--- src/rtl/fetch_pkg.sv ---
// -----------------------------------------------------------------------------
// fetch_pkg
//   Types and constants shared by the instruction-fetch stage and the blocks
//   that talk to it (pc_control drives a pcsrc_e-encoded PCsrc).
//
//   pcsrc_e        : next-PC select encoding (2'b11 behaves as PC_PLUS4)
//   fetch_state_e  : fetch FSM state encoding
//   NOP_INST       : addi x0,x0,0, shown to decode while nothing was fetched
//   INST_BYTES     : byte stride between sequential instructions
//   is_misaligned  : true when an instruction address is not word aligned
// -----------------------------------------------------------------------------
package fetch_pkg;

    typedef enum logic [1:0] {
        PC_PLUS4  = 2'b00,
        PC_BRANCH = 2'b01,
        PC_JALR   = 2'b10
    } pcsrc_e;

    typedef enum logic [2:0] {
        S_REQ   = 3'd0,
        S_WAIT  = 3'd1,
        S_HOLD  = 3'd2,
        S_NEXT  = 3'd3,
        S_FAULT = 3'd4
    } fetch_state_e;

    localparam logic [31:0] NOP_INST   = 32'h0000_0013;
    localparam logic [31:0] INST_BYTES = 32'd4;

    // RV32I without the C extension requires 4-byte aligned fetch addresses.
    function automatic logic is_misaligned(input logic [31:0] addr);
        return (addr[1:0] != 2'b00);
    endfunction

endpackage

--- src/rtl/pc_next_mux.sv ---
// -----------------------------------------------------------------------------
// pc_next_mux
//   Purely combinational next-PC selection for the instruction being consumed.
//
//   Ports:
//     pc_q          in  32  address of the instruction being consumed
//     pc_src        in   2  next-PC select (pcsrc_e, 2'b11 treated as PC+4)
//     branch_target in  32  PC+ImmExt from execute
//     jalr_target   in  32  rs1+ImmExt from execute (bit 0 cleared here)
//     next_pc       out 32  selected next program counter
//     misaligned    out  1  next_pc is not word aligned
// -----------------------------------------------------------------------------
module pc_next_mux
    import fetch_pkg::*;
(
    input  logic [31:0] pc_q,
    input  logic [1:0]  pc_src,
    input  logic [31:0] branch_target,
    input  logic [31:0] jalr_target,
    output logic [31:0] next_pc,
    output logic        misaligned
);

    // Select the next PC and flag a misaligned result.
    always_comb begin
        next_pc = pc_q + INST_BYTES;
        case (pc_src)
            PC_PLUS4:  next_pc = pc_q + INST_BYTES;
            PC_BRANCH: next_pc = branch_target;
            // JALR clears the LSB of the computed target; bit 1 is kept so a
            // target like rs1+imm = ...2 still raises the misaligned flag.
            PC_JALR:   next_pc = jalr_target & 32'hFFFF_FFFE;
            default:   next_pc = pc_q + INST_BYTES;
        endcase
        misaligned = is_misaligned(next_pc);
    end

endmodule

--- src/rtl/fetch_unit.sv ---
// -----------------------------------------------------------------------------
// fetch_unit
//   Instruction-fetch stage of the RV32I core. Owns the PC, issues one
//   instruction-memory read at a time (req/gnt/rvalid) and hands the fetched
//   word plus its PC to decode over a valid/ready handshake. The next PC is
//   chosen from PCsrc at the moment decode consumes the instruction.
//
//   Ports:
//     clk           in   1  core clock, rising edge
//     rst           in   1  asynchronous reset, active low
//     PCsrc         in   2  next-PC select for the consumed instruction
//     BranchTarget  in  32  PC+ImmExt from execute
//     JalrTarget    in  32  rs1+ImmExt from execute
//     imem_req      out  1  read request (registered)
//     imem_addr     out 32  request address (registered)
//     imem_gnt      in   1  memory accepted the request
//     imem_rvalid   in   1  read data valid
//     imem_rdata    in  32  instruction word
//     Inst          out 32  instruction to decode
//     PC            out 32  address of Inst
//     PCPlus4       out 32  PC+4, registered alongside PC
//     inst_valid    out  1  Inst/PC valid
//     inst_ready    in   1  decode consumes Inst this cycle
//     fetch_fault   out  1  sticky misaligned-target flag
//
//   Sequence per instruction: S_REQ -> S_WAIT -> S_HOLD -> S_NEXT -> S_REQ.
//   S_NEXT is a deliberate bubble so imem_addr is always a register output
//   and PCsrc never reaches the memory address combinationally.
// -----------------------------------------------------------------------------
module fetch_unit
    import fetch_pkg::*;
#(
    parameter logic [31:0] RESET_PC = 32'h0000_0000
)(
    input  logic        clk,
    input  logic        rst,
    input  logic [1:0]  PCsrc,
    input  logic [31:0] BranchTarget,
    input  logic [31:0] JalrTarget,
    output logic        imem_req,
    output logic [31:0] imem_addr,
    input  logic        imem_gnt,
    input  logic        imem_rvalid,
    input  logic [31:0] imem_rdata,
    output logic [31:0] Inst,
    output logic [31:0] PC,
    output logic [31:0] PCPlus4,
    output logic        inst_valid,
    input  logic        inst_ready,
    output logic        fetch_fault
);

    fetch_state_e state_q, state_d;

    logic [31:0] pc_q,          pc_d;
    logic [31:0] pc_plus4_q,    pc_plus4_d;
    logic [31:0] inst_q,        inst_d;
    logic        inst_valid_q,  inst_valid_d;
    logic        imem_req_q,    imem_req_d;
    logic [31:0] imem_addr_q,   imem_addr_d;
    logic        fetch_fault_q, fetch_fault_d;
    logic        outstanding_q, outstanding_d;

    logic [31:0] next_pc_s;
    logic        misaligned_s;
    logic        grant_s;
    logic        resp_s;
    logic        accept_s;

    pc_next_mux u_pc_next_mux (
        .pc_q          (pc_q),
        .pc_src        (PCsrc),
        .branch_target (BranchTarget),
        .jalr_target   (JalrTarget),
        .next_pc       (next_pc_s),
        .misaligned    (misaligned_s)
    );

    // Handshake qualifiers. A response only counts while a read is in
    // flight, which drops stale data from a request abandoned by reset.
    always_comb begin
        grant_s  = imem_req_q & imem_gnt;
        resp_s   = imem_rvalid & outstanding_q;
        accept_s = inst_valid_q & inst_ready;
    end

    // FSM state register.
    always_ff @(posedge clk or negedge rst) begin
        if (!rst) begin
            state_q <= S_REQ;
        end else begin
            state_q <= state_d;
        end
    end

    // FSM next-state logic.
    always_comb begin
        state_d = state_q;
        case (state_q)
            S_REQ: begin
                if (grant_s) begin
                    state_d = S_WAIT;
                end else begin
                    state_d = S_REQ;
                end
            end
            S_WAIT: begin
                if (resp_s) begin
                    state_d = S_HOLD;
                end else begin
                    state_d = S_WAIT;
                end
            end
            S_HOLD: begin
                if (accept_s) begin
                    if (misaligned_s) begin
                        state_d = S_FAULT;
                    end else begin
                        state_d = S_NEXT;
                    end
                end else begin
                    state_d = S_HOLD;
                end
            end
            S_NEXT:  state_d = S_REQ;
            S_FAULT: state_d = S_FAULT;
            // An unreachable encoding is treated as a fault so the core stops
            // fetching rather than running from an unknown PC.
            default: state_d = S_FAULT;
        endcase
    end

    // FSM output / datapath next values. Outputs are decoded from state_d so
    // that every port below comes straight from a flop.
    always_comb begin
        pc_d          = pc_q;
        pc_plus4_d    = pc_plus4_q;
        inst_d        = inst_q;
        outstanding_d = outstanding_q;
        imem_addr_d   = imem_addr_q;

        // PC and PCPlus4 advance together when decode takes the instruction;
        // a misaligned target is still latched so the offending address is
        // visible on PC while faulted.
        if ((state_q == S_HOLD) && accept_s) begin
            pc_d       = next_pc_s;
            pc_plus4_d = next_pc_s + INST_BYTES;
        end else begin
            pc_d       = pc_q;
            pc_plus4_d = pc_plus4_q;
        end

        if ((state_q == S_REQ) && grant_s) begin
            outstanding_d = 1'b1;
        end else if (resp_s) begin
            outstanding_d = 1'b0;
        end else begin
            outstanding_d = outstanding_q;
        end

        if ((state_q == S_WAIT) && resp_s) begin
            inst_d = imem_rdata;
        end else begin
            inst_d = inst_q;
        end

        if (state_d == S_REQ) begin
            imem_addr_d = pc_d;
        end else begin
            imem_addr_d = imem_addr_q;
        end

        imem_req_d    = (state_d == S_REQ);
        inst_valid_d  = (state_d == S_HOLD);
        fetch_fault_d = fetch_fault_q | (state_d == S_FAULT);
    end

    // Datapath and registered output flops.
    always_ff @(posedge clk or negedge rst) begin
        if (!rst) begin
            pc_q          <= RESET_PC;
            pc_plus4_q    <= RESET_PC + INST_BYTES;
            inst_q        <= NOP_INST;
            inst_valid_q  <= 1'b0;
            imem_req_q    <= 1'b0;
            imem_addr_q   <= RESET_PC;
            fetch_fault_q <= 1'b0;
            outstanding_q <= 1'b0;
        end else begin
            pc_q          <= pc_d;
            pc_plus4_q    <= pc_plus4_d;
            inst_q        <= inst_d;
            inst_valid_q  <= inst_valid_d;
            imem_req_q    <= imem_req_d;
            imem_addr_q   <= imem_addr_d;
            fetch_fault_q <= fetch_fault_d;
            outstanding_q <= outstanding_d;
        end
    end

    // Port connections.
    always_comb begin
        imem_req    = imem_req_q;
        imem_addr   = imem_addr_q;
        Inst        = inst_q;
        PC          = pc_q;
        PCPlus4     = pc_plus4_q;
        inst_valid  = inst_valid_q;
        fetch_fault = fetch_fault_q;
    end

endmodule
--- config.mk ---
export PLATFORM = sky130hd
export DESIGN_NAME = fetch_unit
export DESIGN_NICKNAME = d
export VERILOG_FILES = /design/src/rtl/fetch_pkg.sv /design/src/rtl/pc_next_mux.sv /design/src/rtl/fetch_unit.sv
export SDC_FILE = /design/constraint.sdc
export NUM_CORES = 1
export LEC_CHECK = 0
export BUFFER_PORTS_ARGS = -buffer_cell sky130_fd_sc_hd__buf_2
export CORE_MARGIN = 4
export CORE_UTILIZATION = 51
export DETAILED_ROUTE_END_ITERATION = 8
export GPL_TIMING_DRIVEN = 0
export PLACE_DENSITY = 0.92
export SYNTH_ARGS = -nofsm -noshare
export SYNTH_HDL_FRONTEND = slang
export SYNTH_SLANG_ARGS = --single-unit
--- constraint.sdc ---
create_clock -name clk -period 4.7 [get_ports clk]
set_input_delay 0.94 -clock clk [delete_from_list [all_inputs] [get_ports clk]]
set_output_delay 0.94 -clock clk [all_outputs]
set_load 0.02 [all_outputs]
[Word level (Yosys, flattened, before mapping)]
Cells that the tools add are included.
Cells by class
  mux-type cells: 9
  reductions and logical operators: 7
  bitwise gates (word level): 4
  eq/ne operators: 7
  add/subtract/negate cells: 2
Operator list (count)
  $add A32 B3 Y32 const B: 2
  $pmux W32 S2: 1
  $mux W32: 1
  $pmux W3 S4: 1
  $eq A3 B2 Y1 const B: 3
  $logic_not A3 Y1: 2
  $mux W3: 2
  $reduce_bool A2 Y1: 2
  $and A1 B1 Y1: 3
  $eq A3 B1 Y1 const B: 1
  $eq A3 B3 Y1 const B: 1
  $logic_and A1 B1 Y1: 3
  $mux W1: 3
  $eq A2 B1 Y1 const B: 1
  $eq A2 B2 Y1 const B: 1
  $mux W2: 1
  $or A1 B1 Y1: 1
Storage, ports and cells
  output and inout bits: 131
  flip-flop bits (word level): 135
  word-level logic and storage cells: 38
  input bits: 103

[Logic depth before layout (Yosys ltp)]
  depth in word-level cells: 8
  mapped depth: 12
  depth with buffers taken out: 11

[Cells and area by module]
From an unflattened synthesis, not the netlist that was laid out.
Unflattened totals
  cells, all modules: 659
  area total of the unflattened synthesis: 6894.1 sq um
By module, submodules not included
  fetch_unit: seq. area each 3383.2 sq um, area each 5703.0 sq um, times used 1, cells each 477
  pc_next_mux: seq. area each 0.0 sq um, area each 1191.1 sq um, times used 1, cells each 182

[Worst setup path before layout]
OpenSTA, ideal clock, no wires.
  path type: input to register
  from: input port PCsrc[0]
  to: register pc_plus4_q[30], in the netlist PCPlus4[30]
  setup time: 0.069 ns
  setup slack: 0.907 ns
  arrival: 3.724 ns
  stages on the path: 12
  buffers on the path: 1
  data required time: 4.631 ns
  cells stage by stage: inv_1 -> ha_1 -> clkbuf_1 -> a221oi_1 -> a21oi_1 -> ha_1 -> nand3_1 -> o22ai_1 -> nand4_1 -> or4_4 -> or4_1 -> nand3_1
On the way
  word-level cells in the longest chain between the ends: 3
  elaborated cells between the ends (all ways): 4
  classes of those cells: 1 x add/sub; 2 x eq/ne; 1 x mux
Ends and longest elaborated chain
  start: declaration: RTL line fetch_unit.sv:37  | input logic [1:0] PCsrc,
  $eq A2 B2 Y1 or $eq A2 B1 Y1 (tied branches): RTL line pc_next_mux.sv:27  | case (pc_src)
  $pmux W32 S2 *: RTL line pc_next_mux.sv:27
  $add A32 B3 Y32 *: RTL line fetch_unit.sv:147  | pc_plus4_d = next_pc_s + INST_BYTES;
  end signal: assignment: RTL line fetch_unit.sv:182  | pc_plus4_q <= RESET_PC + INST_BYTES;
  end signal: assignment: RTL line fetch_unit.sv:191  | pc_plus4_q <= pc_plus4_d;
  end: declaration: RTL line fetch_unit.sv:56  | logic [31:0] pc_plus4_q, pc_plus4_d;
Mark *: on every way between the ends. The rest lies on a longest branch, timed or not.
A chain may end at the register's enable or synchronous reset.

[Worst setup path in the final report]
  from: input port PCsrc[1]
  to: register pc_plus4_q[27], in the netlist PCPlus4[27]
Same word-level chain as after synthesis.

==> results by group <==
Status
  – Failing checks: DRC
  – Run status: finished with violations

Synth
  – Post-synthesis share of cell area spent on xor and xnor gates: under 10%
  – Combinational family with the most area after synthesis: simple AND/OR/NAND/NOR gates
  – Dominant register cell in the synthesized netlist: dfrtp_1
  – Area share of fa/ha/maj cells after synthesis: less than 1%
  – Cell area after synthesis: around 0.007 mm²
  – Post-synth EDFFs: 0
  – Compound-gate portion of the synthesized area: between 15 and 20%
  – Multiplexer share of the synthesized area: 10.5%
  – Cell taking the most area after synthesis: dfrtp_1
  – Number of synthesized register bits: 135
  – Number of unique standard cell types used by synthesis: between 50 and 60
  – Yosys warnings: 0
  – Share of flip-flops with an asynchronous set or reset after synthesis: 100%
  – Number of cells produced by synthesis: between 600 and 700
  – Simple logic cell fraction of the synthesized area: 17.8%
  – Top-area cell type share of the netlist area: between 40% and 50%
  – Synth Net Count: 784
  – Top post-synthesis cells by area: dfrtp_1 48%, mux2_2 10%, nand2_1 6.5%
  – Mean Syn Cell Area: just over 10 µm²
  – Sequential cell area fraction in the yosys report: approximately half

Pwr
  – Leakage component of the power: around 4.3 nW
  – Max rail drop VDD: 0.415 mV
  – Power density normalized to cell area: roughly 650 mW/mm²

Clocking
  – Clock-pin slew on the worst setup and hold paths: about 60 ps
  – TritonCTS clock tree: yes
  – Total CTS buffers: 17
  – Clock Root Buffer: clkbuf_16
  – Count of hold-fix buffers inserted at cts: 0
  – Number of buffers between clock root and the deepest sink: 2
  – Clock latency at the later pin of the worst-skew pair: 420 ps
  – # H-tree levels: 4
  – Number of sinks handled by clock tree synthesis: 135

GRT
  – Initial antenna violation count: 0
  – Largest net degree at the start of global routing: 97
  – Wire length of the first global-routing pass: approximately 34000 µm
  – GR Overflow Total: 0
  – Total track usage: 29.5%
  – Via count of the first global-routing pass: 6736

Drt
  – Wire length per cell: around 20 µm
  – Number of nets with antenna violations after routing: 0
  – DR pass1 iterations: 9
  – DRC marker count from the first detailed-route iteration: around 590
  – Number of vias after detailed routing: 6755
  – Total wire length after detailed routing: between 20000 and 25000 µm
  – Via-to-Cell Ratio: between 6 and 7
  – Final routed DRC violation total: 1

STA
  – Final Max Tran Viols: 0
  – Unrepaired setup endpoints after global routing: false
  – Post-layout min period: ~4400 ps
  – Hold Fails Final Rpt: 0
  – Skew final: about 9.0 ps
  – Final Cycle Share: 94.0%
  – Upper clock frequency limit: around 0.23 GHz
  – Total negative setup slack: 0 ps
  – Max-slew headroom at the worst pin: roughly 53%
  – Final count of negative-setup-slack endpoints: 0
  – Transition time at the pin with the least slew margin: between 700 and 800 ps

Floorplan
  – Area of the core region: 0.0132 mm²
  – Die Ht: 124 µm
  – Die outline area: 0.0154 mm²
  – Initial core utilization: roughly 52%
  – Ports placed on the boundary: between 200 and 250
  – Total number of placement rows: 42
  – Die boundary width: approximately 120 µm

Critical path
  – Worst-path maximum fanout: 10
  – Depth of the worst register-to-register path: 9
  – Kind of end point of the critical path: flip-flop
  – Crit path buffers/inverters: 5
  – Top Family by Delay on Critical Path: simple AND/OR/NAND/NOR gates
  – Critical Path Start: PCsrc[1]
  – End of the worst register-to-register path: PCPlus4[30]
  – Timing endpoint of the critical path: PCPlus4[27]
  – Critical path depth in cells: 12
  – Largest stage delay, worst path: about 720 ps
  – Setup slack of the worst register-to-register path: 760 ps
  – Setup Crit Path Kind: in2reg
  – Crit path DAT: 4770 ps
  – Highest-delay cell along the critical path: or4_1
  – Series of cell instances along the critical path: buf_2, inv_1, ha_1, clkbuf_1, clkbuf_1, buf_1, a31oi_1, a2bb2oi_1, nand4_1, or4_1, or4_1, nand3_1
  – Origin of the critical flop-to-flop path: PC[2]
  – Critical path startpoint category: primary input
  – Required time worst endpoint: approximately 5100 ps

Placed design
  – Quantity of I/O buffers inserted on ports: between 200 and 250
  – Placer congestion estimate: 0.952
  – Placed cell areas: between 0.008 and 0.009 mm²
  – Estimated wirelength of the detail-placed design: ~17000 µm

Final layout
  – Ratio of cells with drive above 1 in the final layout: 36.6%
  – Number of antenna repair diodes: 0
  – Final standard cell area without fillers: 0.00889 mm²
  – Post-layout util: approximately two thirds
  – Growth of design area from synthesis to finish: 29.5%
  – Total Nets Final: between 1000 and 1500

Worst hold path
  – Hold WC Path Type: in2async

Run
  – Max_cap viols: 0
[layer usage]
metal	global-route usage, %	vias to the layer above	part of all wire [%]
li1	-	3017	-
met1	35.9	3211	38
met2	47.9	433	47
met3	9.95	94	11
met4	12.6	0	3.5
met5	0	-	0
[where the power goes]
group | total, mW | switching [mW] | internal [mW] | leakage [nW]
logic | 2.41 | 1.48 | 0.929 | 2.29
clock network | 1.36 | 0.488 | 0.874 | 0.294
registers | 2.04 | 0.387 | 1.65 | 1.73
[timing repair]
action,4_1_cts,5_1_grt
buffers inserted,0,0
resized for setup,0,1
endpoints found under the setup margin,0,1
[area by class of cell]
type	instances	area, µm²
Fill cell	1021	4300
Sequential cell	135	3380
Multi-Input combinational cell	495	3300
Timing Repair Buffer	233	1190
Clock buffer	24	482
Tap cell	176	220
Buffer	39	154
Clock inverter	8	121
Inverter	8	30.0
[cells in the mapped netlist, types with 11 or more instances]
| cell | n |
|---|---|
| and3_1 | 11 |
| nand4_1 | 21 |
| o21ai_1 | 16 |
| nand3_1 | 19 |
| clkbuf_1 | 30 |
| nor2_1 | 23 |
| a221oi_1 | 24 |
| o21ai_0 | 32 |
| xnor2_1 | 25 |
| nand2_1 | 119 |
| dfrtp_1 | 131 |
| a31oi_1 | 14 |
| mux2_2 | 64 |
[stage by stage]
| step | total power [mW] | setup slack [ps] | cells | hold WS [ps] |
|---|---|---|---|---|
| finish | 5.81 | 282 | 1118 | 416 |
| CTS | 5.82 | 277 | 1118 | 420 |
| detailed placement | 4.44 | -126 | 1086 | 451 |
| global route | 6.14 | 142 | 1118 | 441 |
| floorplan | 3.54 | 907 | 677 | 484 |
| global placement | 4.34 | -24.1 | 1085 | 446 |
[cells by family (layout without fill, tap and decap cells)]
group,after synthesis,count (layout)
AND/OR/NAND/NOR,248,248
AO/OA/AOI/OAI,148,148
flip-flops,135,135
multiplexers,64,64
buffers and inverters,47,312
XOR/XNOR,31,31
adder cells (fa/ha/maj),4,4
[layout by cell type, fill, tap and decap left out, drive strengths merged, types with 16 or more instances in the layout]
cell type  netlist  routed
xnor2           25      25
nand3           20      20
nand4           21      21
nor2            23      23
mux2            64      64
dfrtp          131     131
nand2          119     119
clkbuf          30      54
a31oi           16      16
o21ai           48      48
a221oi          24      24
buf              9     242
[registers in the layout (all words and copies together) (netlist names)]
| signal | count |
|---|---|
| imem_addr | 32 |
| PC | 32 |
| outstanding_q | 1 |
| state_q | 3 |
| inst_valid | 1 |
| PCPlus4 | 32 |
| Inst | 32 |
| imem_req | 1 |
| fetch_fault | 1 |
[worst min path at each step]
stage / start / endpoint / depth (start not counted)
after floorplan: state_q[2] / state_q[2] / 1
after global placement: fetch_fault / fetch_fault / 1
after detailed placement: fetch_fault / fetch_fault / 1
after CTS: rst / Inst[12] / 1
after global routing: rst / Inst[12] / 1
final: rst / Inst[12] / 1
No activity file was read; power rests on OpenSTA's default activity.
